`config.mk`:
```
export PLATFORM = sky130hd
export DESIGN_NAME = apb_master_bridge
export DESIGN_NICKNAME = d
export VERILOG_FILES = /design/src/rtl/i2c_apb_pkg.sv /design/src/rtl/apb_master_bridge.sv
export SDC_FILE = /design/constraint.sdc
export NUM_CORES = 1
export LEC_CHECK = 0
export BUFFER_PORTS_ARGS = -buffer_cell sky130_fd_sc_hd__buf_2
export CORE_MARGIN = 3
export CORE_UTILIZATION = 37
export DETAILED_ROUTE_END_ITERATION = 7
export PLACE_DENSITY = 0.71
export REMOVE_ABC_BUFFERS = 1
export SKIP_LAST_GASP = 1
export SYNTH_ARGS = -nofsm -noshare
export SYNTH_HDL_FRONTEND = slang
export SYNTH_SLANG_ARGS = --single-unit
```
`constraint.sdc`:
```
create_clock -name PCLK -period 2.6 [get_ports PCLK]
set_clock_uncertainty 0.2 [all_clocks]
set_input_delay 0.13 -clock PCLK [delete_from_list [all_inputs] [get_ports PCLK]]
set_output_delay 0.13 -clock PCLK [all_outputs]
set_load 0.005 [all_outputs]
```
`src/rtl/i2c_apb_pkg.sv`:
```
// Shared types and constants for the APB initiator that programs the I2C
// controller's register file: bridge FSM states and register-region codes
// carried on PADDR[7:5].
package i2c_apb_pkg;

  typedef enum logic [2:0] {
    ST_IDLE    = 3'd0,
    ST_SETUP   = 3'd1,
    ST_ACCESS  = 3'd2,
    ST_CAPTURE = 3'd3,
    ST_RESP    = 3'd4
  } apb_state_e;

  // Register regions decoded from address bits [7:5]
  localparam logic [2:0] REGION_PRESCALE = 3'b001;
  localparam logic [2:0] REGION_SLV_ADDR = 3'b010;
  localparam logic [2:0] REGION_STATUS   = 3'b011;
  localparam logic [2:0] REGION_TX       = 3'b100;
  localparam logic [2:0] REGION_RX       = 3'b101;
  localparam logic [2:0] REGION_CMD      = 3'b110;

  // Extract the register region from an 8-bit APB address
  function automatic logic [2:0] addr_region(input logic [7:0] addr);
    return addr[7:5];
  endfunction

endpackage

```
`src/rtl/apb_master_bridge.sv`:
```
// Single-outstanding APB initiator. A local req/rsp valid-ready handshake is
// turned into one APB SETUP/ACCESS transfer at a time; read data is captured
// RDATA_DLY cycles after completion because the slave registers PRDATA.
// Optional feature: define APB_MASTER_TIMEOUT_EN to abort an ACCESS phase after
// TIMEOUT_CYC cycles with PREADY low (response then carries rsp_err=1).
module apb_master_bridge
  import i2c_apb_pkg::*;
#(
  parameter int unsigned ADDR_W      = 8,
  parameter int unsigned DATA_W      = 8,
  parameter int unsigned RDATA_DLY   = 1,
  parameter int unsigned TIMEOUT_CYC = 16
) (
  input  logic              PCLK,
  input  logic              PRESETn,
  input  logic              req_valid,
  output logic              req_ready,
  input  logic              req_write,
  input  logic [ADDR_W-1:0] req_addr,
  input  logic [DATA_W-1:0] req_wdata,
  output logic              rsp_valid,
  input  logic              rsp_ready,
  output logic [DATA_W-1:0] rsp_rdata,
  output logic              rsp_err,
  output logic              PSELx,
  output logic              PENABLE,
  output logic              PWRITE,
  output logic [ADDR_W-1:0] PADDR,
  output logic [DATA_W-1:0] PWDATA,
  input  logic [DATA_W-1:0] PRDATA,
  input  logic              PREADY
);

  // Capture counter: counts CAPTURE cycles, PRDATA taken on the last one
  localparam int unsigned     CAP_W    = (RDATA_DLY > 1) ? $clog2(RDATA_DLY) : 1;
  localparam logic [CAP_W-1:0] CAP_LAST = (RDATA_DLY > 1) ? CAP_W'(RDATA_DLY - 1) : {CAP_W{1'b0}};
  localparam logic [CAP_W-1:0] CAP_ONE  = CAP_W'(1);

  apb_state_e        state_q, state_d;
  logic              psel_q, psel_d;
  logic              penable_q, penable_d;
  logic              pwrite_q, pwrite_d;
  logic [ADDR_W-1:0] paddr_q, paddr_d;
  logic [DATA_W-1:0] pwdata_q, pwdata_d;
  logic              rsp_valid_q, rsp_valid_d;
  logic [DATA_W-1:0] rsp_rdata_q, rsp_rdata_d;
  logic [CAP_W-1:0]  cap_cnt_q, cap_cnt_d;

`ifdef APB_MASTER_TIMEOUT_EN
  // Timeout counter holds the number of stalled ACCESS cycles seen so far
  localparam int unsigned     TO_W    = (TIMEOUT_CYC > 1) ? $clog2(TIMEOUT_CYC) : 1;
  localparam logic [TO_W-1:0] TO_LAST = (TIMEOUT_CYC > 1) ? TO_W'(TIMEOUT_CYC - 1) : {TO_W{1'b0}};
  localparam logic [TO_W-1:0] TO_ONE  = TO_W'(1);

  logic [TO_W-1:0] to_cnt_q, to_cnt_d;
  logic            rsp_err_q, rsp_err_d;
`endif

  // Next-state and next-output logic for the transfer FSM
  always_comb begin
    state_d     = state_q;
    psel_d      = psel_q;
    penable_d   = penable_q;
    pwrite_d    = pwrite_q;
    paddr_d     = paddr_q;
    pwdata_d    = pwdata_q;
    rsp_valid_d = rsp_valid_q;
    rsp_rdata_d = rsp_rdata_q;
    cap_cnt_d   = cap_cnt_q;
`ifdef APB_MASTER_TIMEOUT_EN
    to_cnt_d    = to_cnt_q;
    rsp_err_d   = rsp_err_q;
`endif

    case (state_q)
      ST_IDLE: begin
        if (req_valid) begin
          // Request fields are captured only here; later req_* changes are ignored
          state_d   = ST_SETUP;
          psel_d    = 1'b1;
          penable_d = 1'b0;
          pwrite_d  = req_write;
          paddr_d   = req_addr;
          if (req_write) begin
            pwdata_d = req_wdata;
          end else begin
            pwdata_d = pwdata_q;
          end
        end else begin
          state_d = ST_IDLE;
        end
      end

      ST_SETUP: begin
        state_d   = ST_ACCESS;
        penable_d = 1'b1;
`ifdef APB_MASTER_TIMEOUT_EN
        to_cnt_d  = {TO_W{1'b0}};
`endif
      end

      ST_ACCESS: begin
        if (PREADY) begin
          // Completion wins over a timeout reached on the same edge
          psel_d    = 1'b0;
          penable_d = 1'b0;
`ifdef APB_MASTER_TIMEOUT_EN
          rsp_err_d = 1'b0;
`endif
          if (pwrite_q) begin
            state_d     = ST_RESP;
            rsp_valid_d = 1'b1;
            rsp_rdata_d = {DATA_W{1'b0}};
          end else if (RDATA_DLY == 0) begin
            state_d     = ST_RESP;
            rsp_valid_d = 1'b1;
            rsp_rdata_d = PRDATA;
          end else begin
            state_d   = ST_CAPTURE;
            cap_cnt_d = {CAP_W{1'b0}};
          end
        end else begin
`ifdef APB_MASTER_TIMEOUT_EN
          if (to_cnt_q == TO_LAST) begin
            state_d     = ST_RESP;
            psel_d      = 1'b0;
            penable_d   = 1'b0;
            rsp_valid_d = 1'b1;
            rsp_rdata_d = {DATA_W{1'b0}};
            rsp_err_d   = 1'b1;
          end else begin
            state_d  = ST_ACCESS;
            to_cnt_d = to_cnt_q + TO_ONE;
          end
`else
          state_d = ST_ACCESS;
`endif
        end
      end

      ST_CAPTURE: begin
        if (cap_cnt_q == CAP_LAST) begin
          state_d     = ST_RESP;
          rsp_valid_d = 1'b1;
          rsp_rdata_d = PRDATA;
        end else begin
          state_d   = ST_CAPTURE;
          cap_cnt_d = cap_cnt_q + CAP_ONE;
        end
      end

      ST_RESP: begin
        if (rsp_ready) begin
          state_d     = ST_IDLE;
          rsp_valid_d = 1'b0;
        end else begin
          state_d = ST_RESP;
        end
      end

      default: begin
        state_d     = ST_IDLE;
        psel_d      = 1'b0;
        penable_d   = 1'b0;
        rsp_valid_d = 1'b0;
      end
    endcase
  end

  // State and registered-output update with synchronous active-low reset
  always_ff @(posedge PCLK) begin
    if (!PRESETn) begin
      state_q     <= ST_IDLE;
      psel_q      <= 1'b0;
      penable_q   <= 1'b0;
      pwrite_q    <= 1'b0;
      paddr_q     <= {ADDR_W{1'b0}};
      pwdata_q    <= {DATA_W{1'b0}};
      rsp_valid_q <= 1'b0;
      rsp_rdata_q <= {DATA_W{1'b0}};
      cap_cnt_q   <= {CAP_W{1'b0}};
`ifdef APB_MASTER_TIMEOUT_EN
      to_cnt_q    <= {TO_W{1'b0}};
      rsp_err_q   <= 1'b0;
`endif
    end else begin
      state_q     <= state_d;
      psel_q      <= psel_d;
      penable_q   <= penable_d;
      pwrite_q    <= pwrite_d;
      paddr_q     <= paddr_d;
      pwdata_q    <= pwdata_d;
      rsp_valid_q <= rsp_valid_d;
      rsp_rdata_q <= rsp_rdata_d;
      cap_cnt_q   <= cap_cnt_d;
`ifdef APB_MASTER_TIMEOUT_EN
      to_cnt_q    <= to_cnt_d;
      rsp_err_q   <= rsp_err_d;
`endif
    end
  end

  assign req_ready = (state_q == ST_IDLE);
  assign PSELx     = psel_q;
  assign PENABLE   = penable_q;
  assign PWRITE    = pwrite_q;
  assign PADDR     = paddr_q;
  assign PWDATA    = pwdata_q;
  assign rsp_valid = rsp_valid_q;
  assign rsp_rdata = rsp_rdata_q;
`ifdef APB_MASTER_TIMEOUT_EN
  assign rsp_err   = rsp_err_q;
`else
  assign rsp_err   = 1'b0;
`endif

endmodule
```
==> results of run 1 <==
## per-stage QoR
stage	power [uW]	instance area, um2
floorplan	604	1250
global placement	676	1600
detailed placement	677	1600
CTS	1030	1970
global route	1070	1970
finish	1020	1970
## placed cells by master, fill, tap and decap left out
cell           synthesis  layout
a21boi_0              19      19
a21boi_1               1       1
a21oi_1                1       1
a221o_1                1       1
a32oi_1                1       1
and3b_1                1       1
buf_2                  2      58
clkbuf_1               4       1
clkbuf_4               0       5
clkbuf_8               0       2
conb_1                 1       1
dfxtp_1               31      31
dlygate4sd3_1          0      31
inv_1                  1       1
mux2i_1               10      10
nand2_1               43      43
nand2_4                1       1
nand2b_1               3       3
nand3_1                1       1
nor2_1                 2       2
nor2b_1                2       2
nor3_1                 3       3
nor3b_1                1       1
nor4b_4                1       1
o211a_1                1       1
o21ai_0               10      10
or2_2                  1       1
or4b_1                 1       1
## final timing paths
path              start        end
max          state_q[1]  PWDATA[6]
min             PRESETn  PWDATA[5]
max reg2reg  state_q[1]  PWDATA[6]
min reg2reg    PADDR[0]   PADDR[0]
## cell type report
class	instances	area, um2	share of cell area, %
clock buffer	8	68.8	3.49
timing repair buffer	89	601	30.4
tap	44	55.1	2.79
inverter	1	3.75	0.190
sequential	31	621	31.4
multi-input combinational	105	626	31.7
## power breakdown
group / switching (uW) / total, uW / internal [uW]
combinational: 79.4 / 179 / 99.9
clock: 156 / 315 / 159
sequential: 21.8 / 523 / 502
## cells by family after synthesis
kind of cell / count (synthesis) / synth area share, %
DFF: 31 / 47.4
and+or+nand+nor: 60 / 22.0
other: 1 / 0.287
muxes: 10 / 7.65
AOI/OAI and AO/OA: 34 / 17.9
buffers and inverters: 11 / 4.78
## critical path: cells and delay by family (launching register included)
family / cells / cell delay [ns]
AND/OR/NAND/NOR: 2 / 0.84
flip-flops: 1 / 0.44
multiplexers: 1 / 0.17
buffers and inverters: 1 / 0.56
## routing by layer
| layer | up-vias | share of wire (%) |
|---|---|---|
| met5 | - | 0 |
| met4 | 0 | 1.0 |
| met3 | 5 | 5.2 |
| met2 | 27 | 51 |
| met1 | 586 | 42 |
| li1 | 662 | - |
## synthesized netlist by cell type
cell type  count  share of area, %
clkbuf_1       4               1.1
nand2b_1       3               1.4
buf_6          2               1.7
nand2_4        1              0.86
o21ai_0       10               3.8
inv_1          1              0.29
buf_2          2              0.76
or2_2          1              0.48
o211a_1        1              0.76
nand2_1       43                12
a21boi_0      19                11
a32oi_1        1              0.67
a21boi_1       1              0.57
nor3b_1        1              0.57
buf_4          1              0.57
conb_1         1              0.29
or4b_1         1              0.76
buf_1          1              0.29
dfxtp_1       31                47
nor2b_1        2              0.96
nor3_1         3               1.1
nand3_1        1              0.38
a221o_1        1              0.76
nor4b_4        1               1.8
and3b_1        1              0.67
a21oi_1        1              0.38
nor2_1         2              0.57
mux2i_1       10               7.6
## registers in the layout, summed over array words and instances, names as in the netlist
name       flops
PWRITE         1
rsp_valid      1
PSELx          1
rsp_rdata      8
PADDR          8
state_q        3
PWDATA         8
PENABLE        1
==> flow_summary_export.csv, run 1 <==
group,metric,value,unit
global_route,grt_max_degree,39,
global_route,busiest_layer,"met2",
placement,io_buffers,58,
global_route,use_met2,28.3,%
clock_tree,cts_buffers,5,
global_route,grt_pass1_wl,5410,um
worst_setup_path,critPathMaxFanout,11,
power,power.density,515,nW/um2
global_route,grt_overflow,0,
worst_setup_path,worstPathRequired,2.61,ns
power,peakVddDrop,326,uV
worst_setup_path,critPathLaunchType,"flip-flop",
job,cap_violations,0,
finish,antenna_cells,0,
synth,ys_seq_area_share,47.4,%
routing,antenna_left,0,
worst_setup_path,r2r_setup_slack,0.29,ns
routing,drt_iter0_drc,25,
worst_setup_path,crit_chain,"nor4b_4 > nand2_4 > mux2i_1 > dlygate4sd3_1",
sta,totalNegativeSetupSlack,0,ns
floorplanning,die-area,4290,um2
status,run_status,"finished clean",
sta,setup_slack,0.287,ns
synth,synth-seq-cells,31,
sta,fin_crit_sh,89.0,%
power,p_leak,0.000942,uW
routing,vias_per_cell,4.60,
worst_setup_path,cpPeakStageDelay,0.62,ns
global_route,antenna_found_initial,0,
routing,wl_per_cell,11.8,um
clock_tree,cts_resized,0,
synth,yosys_warnings,0,
finish,final_cells,278,
routing,num_vias,1280,
worst_setup_path,arrival,2.32,ns
finish,final_nets,263,
global_route,track_usage,16.1,%
clock_tree,path_clk_slew,0.09,ns
synth,synth.avg_cell_area,8.90,um2
floorplanning,io_pins,60,
finish,final_util,61.6,%
synth,ys_types,28,
sta,maxSlewViolCount,0,
min_path,hold_depth,3,
floorplanning,rows,20,
floorplanning,fp.dieW,65.5,um
placement,dp.cells,239,
clock_tree,cts_tree,"done",
global_route,first_global_vias,1228,
finish,drive_above_1_share,29.1,%
finish,area_growth_syn_to_layout,50.9,%
worst_setup_path,slowest_stage,"nor4b_4",
clock_tree,postCtsSetupRepairBufs,0,
worst_setup_path,endpoint_kind,"flip-flop",
clock_tree,cts_root_buf,"clkbuf_4",
global_route,met1_usage,18.7,%
global_route,grt.met3_usage,4.79,%
sta,finalHoldViolations,0,
clock_tree,cts.sinks,31,
sta,maxSlewHeadroom,52.7,%
placement,dp_slack,0.865,ns
sta,max_freq,432,MHz
clock_tree,clock_path_buffers,2,
worst_setup_path,crit_type,"reg -> reg",
placement,gp_congestion,0.763,
routing,drc,0,
clock_tree,worst_skew_pair.late_latency,0.32,ns
floorplanning,dieHeight,65.5,um
clock_tree,holdBufCountCts,31,
worst_setup_path,r2r_cells,4,
finish,fill_cells,280,
clock_tree,htreeDepth,2,
floorplanning,initial_core_util,40.9,%
placement,hpwl,2030,um
sta,setup_viol,0,
synth,syn_inst,147,
synth,synth_area,1310,um2
sta,worst_slew_pin_slew,0.709,ns
sta,whs,0.134,ns
floorplanning,core_area,3200,um2
routing,routed_wl,3290,um
sta,rsz0062_at_grt,"no",
routing,dr.pass1.iters,4,
sta,period_needed,2.31,ns
min_path,hp-class,"in -> reg",
Note: power is estimated with default switching activity, not from simulation.
==> inputs of run 2 (changes only) <==
BUFFER_PORTS_ARGS = -buffer_cell sky130_fd_sc_hd__buf_4   (was -buffer_cell sky130_fd_sc_hd__buf_2)
==> run 2 against run 1 <==
Net effect:
- core utilization increased by 5.9 points
- routed wire length increased by 12%
- combinational power increased by 20%
- final cell count increased by 2.2%
- non-clock buffer count increased by 6
- die area unchanged
- via count increased by 6.0%
- cell area increased by 9.6%
- clock power decreased by 16%
- critical path type unchanged
- largest power group unchanged
==> flow_summary_export.csv, run 2 (same netlist as run 1, synthesis figures left out) <==
group,metric,value,unit
status,run_status,"finished clean",
finish,multi_input_area,626,um2
clock_tree,path_clk_slew,0.10,ns
clock_tree,cts_buffers,5,
global_route,grt_overflow,0,
worst_setup_path,r2r-start,"state_q[1]",
finish,final_cell_mix,"58 x buf_4, 43 x nand2_1, 37 x dlygate4sd3_1, 31 x dfxtp_1, 19 x a21boi_0",
routing,wl_met3,252,um
routing,top_layer,"met4",
worst_setup_path,critical_path.startpoint,"state_q[1]",
min_path,hp-class,"reg -> reg",
floorplanning,rows,20,
power,power,1000,uW
global_route,track_usage,18.6,%
finish,drive_above_1_share,28.7,%
worst_setup_path,critPathLaunchType,"flip-flop",
placement,gp_congestion,0.721,
routing,vias_per_cell,4.78,
clock_tree,clock_path_buffers,2,
clock_tree,htreeDepth,2,
finish,area_growth_syn_to_layout,65.3,%
global_route,grt_max_degree,39,
routing,drt_iter0_drc,60,
sta,maxSlewViolCount,0,
placement,io_buffers,58,
finish,final_nets,269,
routing,dr.pass1.iters,4,
floorplanning,die-area,4290,um2
sta,period_needed,2.31,ns
finish,seq_area,621,um2
finish,antenna_cells,0,
clock_tree,postCtsSetupRepairBufs,0,
global_route,first_global_vias,1382,
floorplanning,dieHeight,65.5,um
worst_setup_path,endpoint_kind,"flip-flop",
power,p_leak,0.00100,uW
routing,routed_wl,3690,um
clock_tree,cts.sinks,31,
power,peakVddDrop,328,uV
sta,worst_slew_pin_slew,0.664,ns
clock_tree,cts_resized,0,
global_route,antenna_found_initial,0,
routing,wl_met1,1400,um
routing,met2_length,1970,um
clock_tree,cts_tree,"done",
sta,max_freq,433,MHz
floorplanning,io_pins,60,
sta,finalHoldViolations,0,
worst_setup_path,worstPathRequired,2.62,ns
floorplanning,initial_core_util,40.9,%
sta,maxSlewHeadroom,55.7,%
power,power.density,464,nW/um2
worst_setup_path,arrival,2.33,ns
finish,fill_cells,261,
finish,layout_commonest_cell,"buf_4",
clock_tree,cts_root_buf,"clkbuf_4",
routing,drc,0,
min_path,holdCritStartpoint,"PADDR[4]",
sta,totalNegativeSetupSlack,0,ns
clock_tree,worst_skew_pair.late_latency,0.33,ns
sta,rsz0062_at_grt,"no",
job,cap_violations,0,
floorplanning,fp.dieW,65.5,um
sta,fin_crit_sh,88.8,%
worst_setup_path,critPathMaxFanout,11,
routing,antenna_left,0,
routing,wl_per_cell,13.0,um
worst_setup_path,crit_type,"reg -> reg",
placement,hpwl,2380,um
clock_tree,holdBufCountCts,37,
routing,num_vias,1357,
global_route,grt_pass1_wl,6130,um
sta,setup_viol,0,
floorplanning,core_area,3200,um2
[run 2: worst max-delay path, cell delays in order, from the launching register on]
cell	delay [ns]
dfxtp_1	0.45
nor4b_4	0.60
nand2_4	0.21
mux2i_1	0.17
dlygate4sd3_1	0.56
[run 2: cell type report]
type,count,share of cell area (%)
clock buffer,5,1.74
sequential,31,28.7
timing repair buffer,95,37.2
multi-input combinational,105,28.9
tap,44,2.54
inverter,1,0.174
clock inverter,3,0.694
[run 2: path summary, 6_finish.rpt]
path / slack (ns) / depth (start not counted) / to
max: 0.29 / 4 / PWDATA[6]
min: 0.27 / 2 / PADDR[4]
max reg2reg: 0.29 / 4 / PWDATA[6]
min reg2reg: 0.27 / 2 / PADDR[4]
[run 2: metrics by stage]
stage	std cells	utilization, %	setup WS (ns)	hold slack, ns	area, um2
floorplan	137	-	1.07	0.0634	1250
global placement	239	54.3	0.936	0.183	1740
detailed placement	239	54.3	0.875	0.200	1740
CTS	284	67.5	0.307	0.271	2160
global route	284	67.5	0.150	0.299	2160
finish	284	67.5	0.291	0.268	2160
[run 2: metal layers]
layer  track usage (%)  vias to the layer above
met5                 0                        -
met4              8.03                        0
met3              7.18                        9
met2              34.1                       43
met1              18.3                      632
li1                  -                      673
[run 2: where the power goes]
part	total, uW	leakage [uW]	switching, uW	internal (uW)
Sequential	526	0.000253	24.0	502
Combinational	215	0.000715	83.7	131
Clock	264	0.0000347	164	100
